$ cat config.mk
export PLATFORM = sky130hd
export DESIGN_NAME = teamd_rx_frame_ctrl
export DESIGN_NICKNAME = d
export VERILOG_FILES = /design/src/rtl/teamd_rx_frame_ctrl.sv
export SDC_FILE = /design/constraint.sdc
export NUM_CORES = 1
export LEC_CHECK = 0
export CAP_MARGIN = 0
export CELL_PAD_IN_SITES_DETAIL_PLACEMENT = 2
export CELL_PAD_IN_SITES_GLOBAL_PLACEMENT = 2
export CORE_MARGIN = 5
export CORE_UTILIZATION = 37
export CTS_BUF_LIST = sky130_fd_sc_hd__clkbuf_8 sky130_fd_sc_hd__clkbuf_16
export CTS_CLUSTER_SIZE = 12
export DETAILED_ROUTE_END_ITERATION = 6
export HOLD_SLACK_MARGIN = 0.15
export PLACE_DENSITY_LB_ADDON = 0.2
export SYNTH_ARGS = -nofsm -noshare
export SYNTH_HDL_FRONTEND = slang
export SYNTH_SLANG_ARGS = --single-unit
$ cat constraint.sdc
create_clock -name CLK -period 3.6 [get_ports CLK]
set_clock_uncertainty 0.2 [all_clocks]
set_input_delay 0.54 -clock CLK [delete_from_list [all_inputs] [get_ports CLK]]
set_output_delay 0.54 -clock CLK [all_outputs]
set_load 0.02 [all_outputs]
$ cat src/rtl/teamd_rx_frame_ctrl.sv
// Serial receive frame controller: synchronises Rx, sequences start/data/[parity]/stop, parity present with TEAMD_RX_PARITY_EN.
// Latency: Busy 3 cycles after the start edge; Valid one cycle after the stop sample.
// Backpressure: a frame completing while Valid is held without Ack is dropped and sets Overrun.
module teamd_rx_frame_ctrl #(
   parameter int BIT_CLKS = 16,
   parameter int CNT_W    = 5
) (
   input  logic       CLK,
   input  logic       Reset,
   input  logic       Rx,
   input  logic       Ack,
   output logic [6:0] Data,
   output logic       Valid,
   output logic       ParityErr,
   output logic       FrameErr,
   output logic       Overrun,
   output logic       ShiftEn,
   output logic       Busy
);

   typedef enum logic [2:0] {IDLE, START, DATA, PARITY, STOP, BREAK} state_t;

   localparam logic [CNT_W-1:0] HALF_M1 = CNT_W'(BIT_CLKS/2 - 1);
   localparam logic [CNT_W-1:0] FULL_M1 = CNT_W'(BIT_CLKS - 1);

   state_t           state;
   logic             rx_meta;
   logic             rxs;
   logic [CNT_W-1:0] cnt;
   logic [2:0]       bit_idx;
   logic [6:0]       shreg;
   logic             bit_smp;
   logic             stop_smp;
`ifdef TEAMD_RX_PARITY_EN
   logic             par_bad;
   logic             par_err_q;
   assign ParityErr = par_err_q;
`else
   assign ParityErr = 1'b0;
`endif

   assign bit_smp  = (cnt == FULL_M1);
   assign stop_smp = (state == STOP) && bit_smp;

   always_ff @(posedge CLK) begin
      if (Reset) begin
         rx_meta  <= 1'b1;
         rxs      <= 1'b1;
         state    <= IDLE;
         cnt      <= '0;
         bit_idx  <= '0;
         shreg    <= '0;
         Data     <= '0;
         Valid    <= 1'b0;
         FrameErr <= 1'b0;
         Overrun  <= 1'b0;
         ShiftEn  <= 1'b0;
         Busy     <= 1'b0;
`ifdef TEAMD_RX_PARITY_EN
         par_bad   <= 1'b0;
         par_err_q <= 1'b0;
`endif
      end else begin
         rx_meta <= Rx;
         rxs     <= rx_meta;
         ShiftEn <= 1'b0;

         case (state)
            IDLE: begin
               if (!rxs) begin
                  state   <= START;
                  cnt     <= '0;
                  bit_idx <= '0;
                  Busy    <= 1'b1;
               end
            end
            START: begin
               if (cnt == HALF_M1) begin
                  cnt <= '0;
                  if (!rxs) begin
                     state <= DATA;
                  end else begin
                     state <= IDLE;
                     Busy  <= 1'b0;
                  end
               end else begin
                  cnt <= cnt + 1'b1;
               end
            end
            DATA: begin
               if (bit_smp) begin
                  cnt     <= '0;
                  shreg   <= {rxs, shreg[6:1]};
                  ShiftEn <= 1'b1;
                  bit_idx <= bit_idx + 3'd1;
                  if (bit_idx == 3'd6) begin
`ifdef TEAMD_RX_PARITY_EN
                     state <= PARITY;
`else
                     state <= STOP;
`endif
                  end
               end else begin
                  cnt <= cnt + 1'b1;
               end
            end
`ifdef TEAMD_RX_PARITY_EN
            PARITY: begin
               if (bit_smp) begin
                  cnt     <= '0;
                  ShiftEn <= 1'b1;
                  // even parity: data plus parity bit must hold an even count of ones
                  par_bad <= ^{shreg, rxs};
                  state   <= STOP;
               end else begin
                  cnt <= cnt + 1'b1;
               end
            end
`endif
            STOP: begin
               if (bit_smp) begin
                  cnt <= '0;
                  if (rxs) begin
                     state <= IDLE;
                     Busy  <= 1'b0;
                  end else begin
                     state <= BREAK;
                  end
               end else begin
                  cnt <= cnt + 1'b1;
               end
            end
            BREAK: begin
               if (rxs) begin
                  state <= IDLE;
                  Busy  <= 1'b0;
               end
            end
            default: begin
               state <= IDLE;
               Busy  <= 1'b0;
            end
         endcase

         // a completion in the same cycle as Ack hands the new frame straight over
         if (stop_smp) begin
            if (!Valid || Ack) begin
               Data     <= shreg;
               Valid    <= 1'b1;
               FrameErr <= ~rxs;
               Overrun  <= 1'b0;
`ifdef TEAMD_RX_PARITY_EN
               par_err_q <= par_bad;
`endif
            end else begin
               Overrun <= 1'b1;
            end
         end else if (Ack && Valid) begin
            Valid    <= 1'b0;
            FrameErr <= 1'b0;
            Overrun  <= 1'b0;
`ifdef TEAMD_RX_PARITY_EN
            par_err_q <= 1'b0;
`endif
         end
      end
   end

endmodule

### Yosys cells after proc, flatten, opt, wreduce, memory -nomap -nowiden

Cells that the tools add are included.

* equal/unequal tests: 14
* bitwise operators: 2
* $add $sub $neg: 2
* multiplexer cells: 29
* reduce and logical (&&, ||, !) cells: 17

Operators by type and width (count)
* 3-bit two-way mux: 9
* 5-bit two-way mux: 3
* 3-bit one-hot mux with 5 select lines: 1
* 5-bit one-hot mux with 3 select lines: 1
* 1-bit two-way mux: 12
* 2-bit != test (second input constant): 6
* 3-bit equality test (second input constant): 3
* 2-bit AND reduction: 4
* 3-bit one-hot mux with 2 select lines: 1
* 6-bit AND reduction: 1
* 5-bit by 1-bit adder with 5-bit output (second input constant): 1
* 5-bit by 3-bit equality test with 1-bit output (second input constant): 1
* 5-bit by 4-bit equality test with 1-bit output (second input constant): 1
* 1-bit one-hot mux with 5 select lines: 1
* 4-bit AND reduction: 1
* 2-bit nonzero test: 2
* 2-bit OR reduction: 2
* 3-bit by 1-bit adder with 3-bit output (second input constant): 1
* 3-bit by 1-bit equality test with 1-bit output (second input constant): 1
* 3-bit by 2-bit equality test with 1-bit output (second input constant): 1
* 3-bit zero test: 1
* 3-bit AND reduction: 1
* 3-bit nonzero test: 1
* 1-bit logical AND: 2
* 5 further kinds: 6

* flip-flop bits (word level): 32
* output and inout bits: 13
* bits of input ports: 4

### Longest topological paths before layout

* depth in word-level cells: 4
* depth in mapped cells: 6

### Worst setup path after synthesis

No wires, ideal clock.

* path kind: reg-to-reg
* from: reg cnt[0]
* to: reg state[2]
* stages on the path, launching flop included: 7
* setup time: 0.139 ns
* slack: 1.787 ns
* data arrival time: 1.474 ns
* period minus slack after synthesis: 1.813 ns
* cell sequence: dfxtp_1 > ha_1 > and4b_1 > buf_6 > a211o_2 > a21oi_1 > a221oi_1

* longest elaborated chain between the ends: 3
* elaborated cells on any way between the ends: 6

RTL lines
* start: declaration: line 29 `logic [CNT_W-1:0] cnt;`
* start signal: assignment: line 87 `cnt <= cnt + 1'b1;`
* start signal: assignment: line 104 `cnt <= cnt + 1'b1;`
* start signal: assignment: line 130 `cnt <= cnt + 1'b1;`
* 5-bit by 4-bit equality test with 1-bit output / 5-bit by 3-bit equality test with 1-bit output (equally long branches): line 42, 78
* 2-bit != test (no source line)
* 6-bit AND reduction (no source line) (*)
* end signal: assignment: line 49 `state <= IDLE;`
* end signal: assignment: line 71 `state <= START;`
* end signal: assignment: line 81 `state <= DATA;`
* end: declaration: line 26 `state_t state;`

Every way passes the cells marked *; elsewhere a longest branch is shown, timed or not.
A chain may end at the register's enable or synchronous reset.

### Worst setup path after layout

* from: reg cnt[0]
* to: reg Data[5]

* longest elaborated chain between the ends: 3

RTL lines
* 5-bit by 4-bit equality test with 1-bit output: line 42 `assign bit_smp = (cnt == FULL_M1);`
* 1-bit logical AND: line 43 `assign stop_smp = (state == STOP) && bit_smp;`
* 2-bit AND reduction (no source line)
* end signal: assignment: line 148 `Data <= shreg;`
* end: declaration: line 12 `output logic [6:0] Data,`

Every way passes these cells.

==> run_results.csv <==
group,metric,value,unit
floorplan,io_pins,17,
routing,wl_per_cell,16.8,um
worst_setup_path,critPathSlowestCell,"and4b_1",
floorplan,dieArea,5570,um^2
synth,synthTopCellsByArea,"dfxtp_1 (41%), mux2i_1 (9.7%), nor2_1 (6.3%), ha_1 (3.2%), a21oi_1 (2.6%)",
worst_setup_path,end_kind,"register",
sta,finalCritPeriodShare,0.620,
worst_setup_path,slowest_delay,0.55,ns
worst_setup_path,crit_fanout,10,
worst_setup_path,crit_family,"simple AND/OR/NAND/NOR gates",
routing,wl_met2,1970,um
clock_network,cts.repair.resized,0,
synth,ys_seq_area_frac,0.415,
routing,top_layer,"met4",
floorplan,die_y,74.6,um
clock_network,clock_sinks,32,
clock_network,clk_path_buf_depth,2,
worst_setup_path,reg2reg_slack,1.37,ns
place,globalplace.congestion,0.739,
final_layout,nets,186,
final_layout,multiInputGateArea,816,um^2
routing,drtAntennaViolNets,0,
grt,grt_max_degree,33,
clock_network,cts_tree,"yes",
worst_hold_path,whs_endpoint,"rxs",
sta,rsz0062_at_grt,"no",
routing,wl_met1,1720,um
place,hpwl,2700,um
place,numPortBuffers,15,
routing,drtPass1Iterations,4,
clock_network,worstSkewPairLatency,0.28,ns
final_layout,seq_area,641,um^2
synth,synth_top_cell_by_area,"dfxtp_1",
grt,track_usage,0.157,
synth,synth_common_cells,"dfxtp_1 (32), nor2_1 (26), mux2i_1 (15)",
worst_setup_path,crit_chain,"ha_1, and4b_1, nand4_2, mux2i_1, nor2_1",
final_layout,diodes,0,
floorplan,die_w,74.6,um
sta,setup_tns,0,ns
synth,synth-seq-cells,32,
sta,max_clock_freq,0.448,GHz
synth,synth_top_area_frac,0.415,
sta,setup_viol,0,
routing,drt_wl_total,3850,um
routing,drt-initial-drc-count,31,
power,p_per_area,421,nW/um^2
synth,ys.flop_type,"dfxtp_1",
grt,antenna_found_initial,0,
clock_network,htree_levels,2,
synth,synth_warnings,0,
worst_setup_path,critical_path_class,"reg2reg",
synth,synth.distinct_cells,55,
status,status,"completed",
power,p_total,0.760,mW
final_layout,n_fill_cell,452,
sta,hold_violations,0,
grt,grt_pass1_vias,1347,
grt,grt_first_pass_wirelength,6580,um
synth,syn_area,1540,um^2
worst_setup_path,start_kind,"register",
routing,vias,1238,
floorplan,rows,23,
clock_network,path_clk_slew,0.07,ns
routing,via_per_inst,5.41,
clock_network,cts_root_buf,"clkbuf_8",
synth,syn-num-nets,175,
synth,synth_edf_count,0,
power,vdd_drop_max,0.000219,V
clock_network,postCtsSetupBuffers,0,
clock_network,holdBufCountCts,0,
place,placedCellCount,221,
worst_setup_path,reg2reg_from,"cnt[0]",
worst_hold_path,hold_path_depth,1,
floorplan,coreArea,4030,um^2
worst_setup_path,cp.required,3.56,ns
synth,syn_area_per_cell,9.25,um^2
power,leakagePower,0.767,nW
synth,synth_most_common_cell,"dfxtp_1",
synth,async_flop_share,0,
final_layout,area_growth,16.8,%
sta,drv_slew,0,
clock_network,cts_buffers,5,
worst_setup_path,cp_data_arrival_time,2.19,ns
floorplan,initial_core_util,0.383,
worst_setup_path,r2r_cells,5,
final_layout,fin_cells,229,
routing,wl_met3,111,um
worst_setup_path,regToRegEndpoint,"Data[5]",
sta,slew_headroom,0.447,
worst_hold_path,hp-start,"rx_meta",
sta,min_period,2.23,ns
routing,drc_errors,0,
run,drv_cap,0,
synth,netlist_instances,167,
worst_hold_path,hold_path_class,"reg2reg",
sta,worstMarginPinSlew,0.829,ns
final_layout,drive_gt1_frac,0.106,
grt,grt.overflow.total,0,
worst_setup_path,cp.buffers_inverters,0,
-- per-layer routing --
layer  vias to the layer above  GRT usage
met5                         -          0
met4                         0     0.0474
met3                         5     0.0365
met2                        14      0.283
met1                       605      0.183
li1                        614          -
-- stage by stage --
stage | hold WS (ns) | area [um^2] | worst slack, ns | utilization
after CTS | 0.227 | 1800 | 1.35 | 0.448
after floorplan | 0.189 | 1540 | 1.79 | -
after global routing | 0.234 | 1800 | 1.21 | 0.448
final | 0.223 | 1800 | 1.37 | 0.448
after global placement | 0.200 | 1700 | 1.46 | 0.421
after detailed placement | 0.201 | 1700 | 1.34 | 0.421
-- logic make-up (layout without fill, tap and decap cells) --
logic type,count (synthesis),after routing,share of synthesized area
and+or+nand+nor,64,64,0.233
DFF,32,32,0.415
other,1,1,0.00243
AOI/OAI and AO/OA,30,30,0.139
xor gates and xnor gates,2,2,0.0113
buffers and inverters,17,29,0.0567
adders and majority gates,5,5,0.0389
muxes,16,16,0.105
-- flip-flops by register name, summed over array words and instances (netlist names) --
| register | cells |
|---|---|
| Busy | 1 |
| Data | 7 |
| FrameErr | 1 |
| Overrun | 1 |
| ShiftEn | 1 |
| Valid | 1 |
| bit_idx | 3 |
| cnt | 5 |
| rx_meta | 1 |
| rxs | 1 |
| shreg | 7 |
| state | 3 |
-- layout make-up --
| type | count | area share |
|---|---|---|
| well taps | 50 | 0.0347 |
| inverters | 5 | 0.0104 |
| repair buffers | 16 | 0.0874 |
| flip-flops and latches | 32 | 0.355 |
| clock buffers | 5 | 0.0382 |
| clock inverters | 3 | 0.0215 |
| multi-input cells | 118 | 0.452 |
-- power by group --
| part | internal (mW) | switching [mW] | total (mW) | leakage (nW) |
|---|---|---|---|---|
| sequential | 0.360 | 0.0164 | 0.376 | 0.259 |
| combinational | 0.0228 | 0.0269 | 0.0497 | 0.449 |
| clock | 0.202 | 0.131 | 0.334 | 0.0593 |
-- worst max-delay path by stage --
stage	startpoint	end	slack, ns	cells after the start
floorplan	cnt[0]	state[2]	1.79	6
global placement	cnt[0]	Data[6]	1.46	5
detailed placement	cnt[0]	Data[6]	1.34	5
CTS	cnt[0]	Data[5]	1.35	5
global route	state[2]	cnt[4]	1.21	4
finish	cnt[0]	Data[5]	1.37	5
-- cell usage in the layout, fill, tap and decap left out, types with 2 or more instances in the layout --
cell / n
a21oi_1: 8
a31oi_1: 2
clkbuf_8: 5
clkdlybuf4s50_1: 15
dfxtp_1: 32
ha_1: 4
inv_1: 6
mux2i_1: 15
nand2_1: 8
nand3_1: 6
nand3b_1: 2
nor2_1: 26
nor3_1: 3
nor4_1: 2
o21ai_0: 4
or2_2: 2
Power figures use the tool's default switching activity.
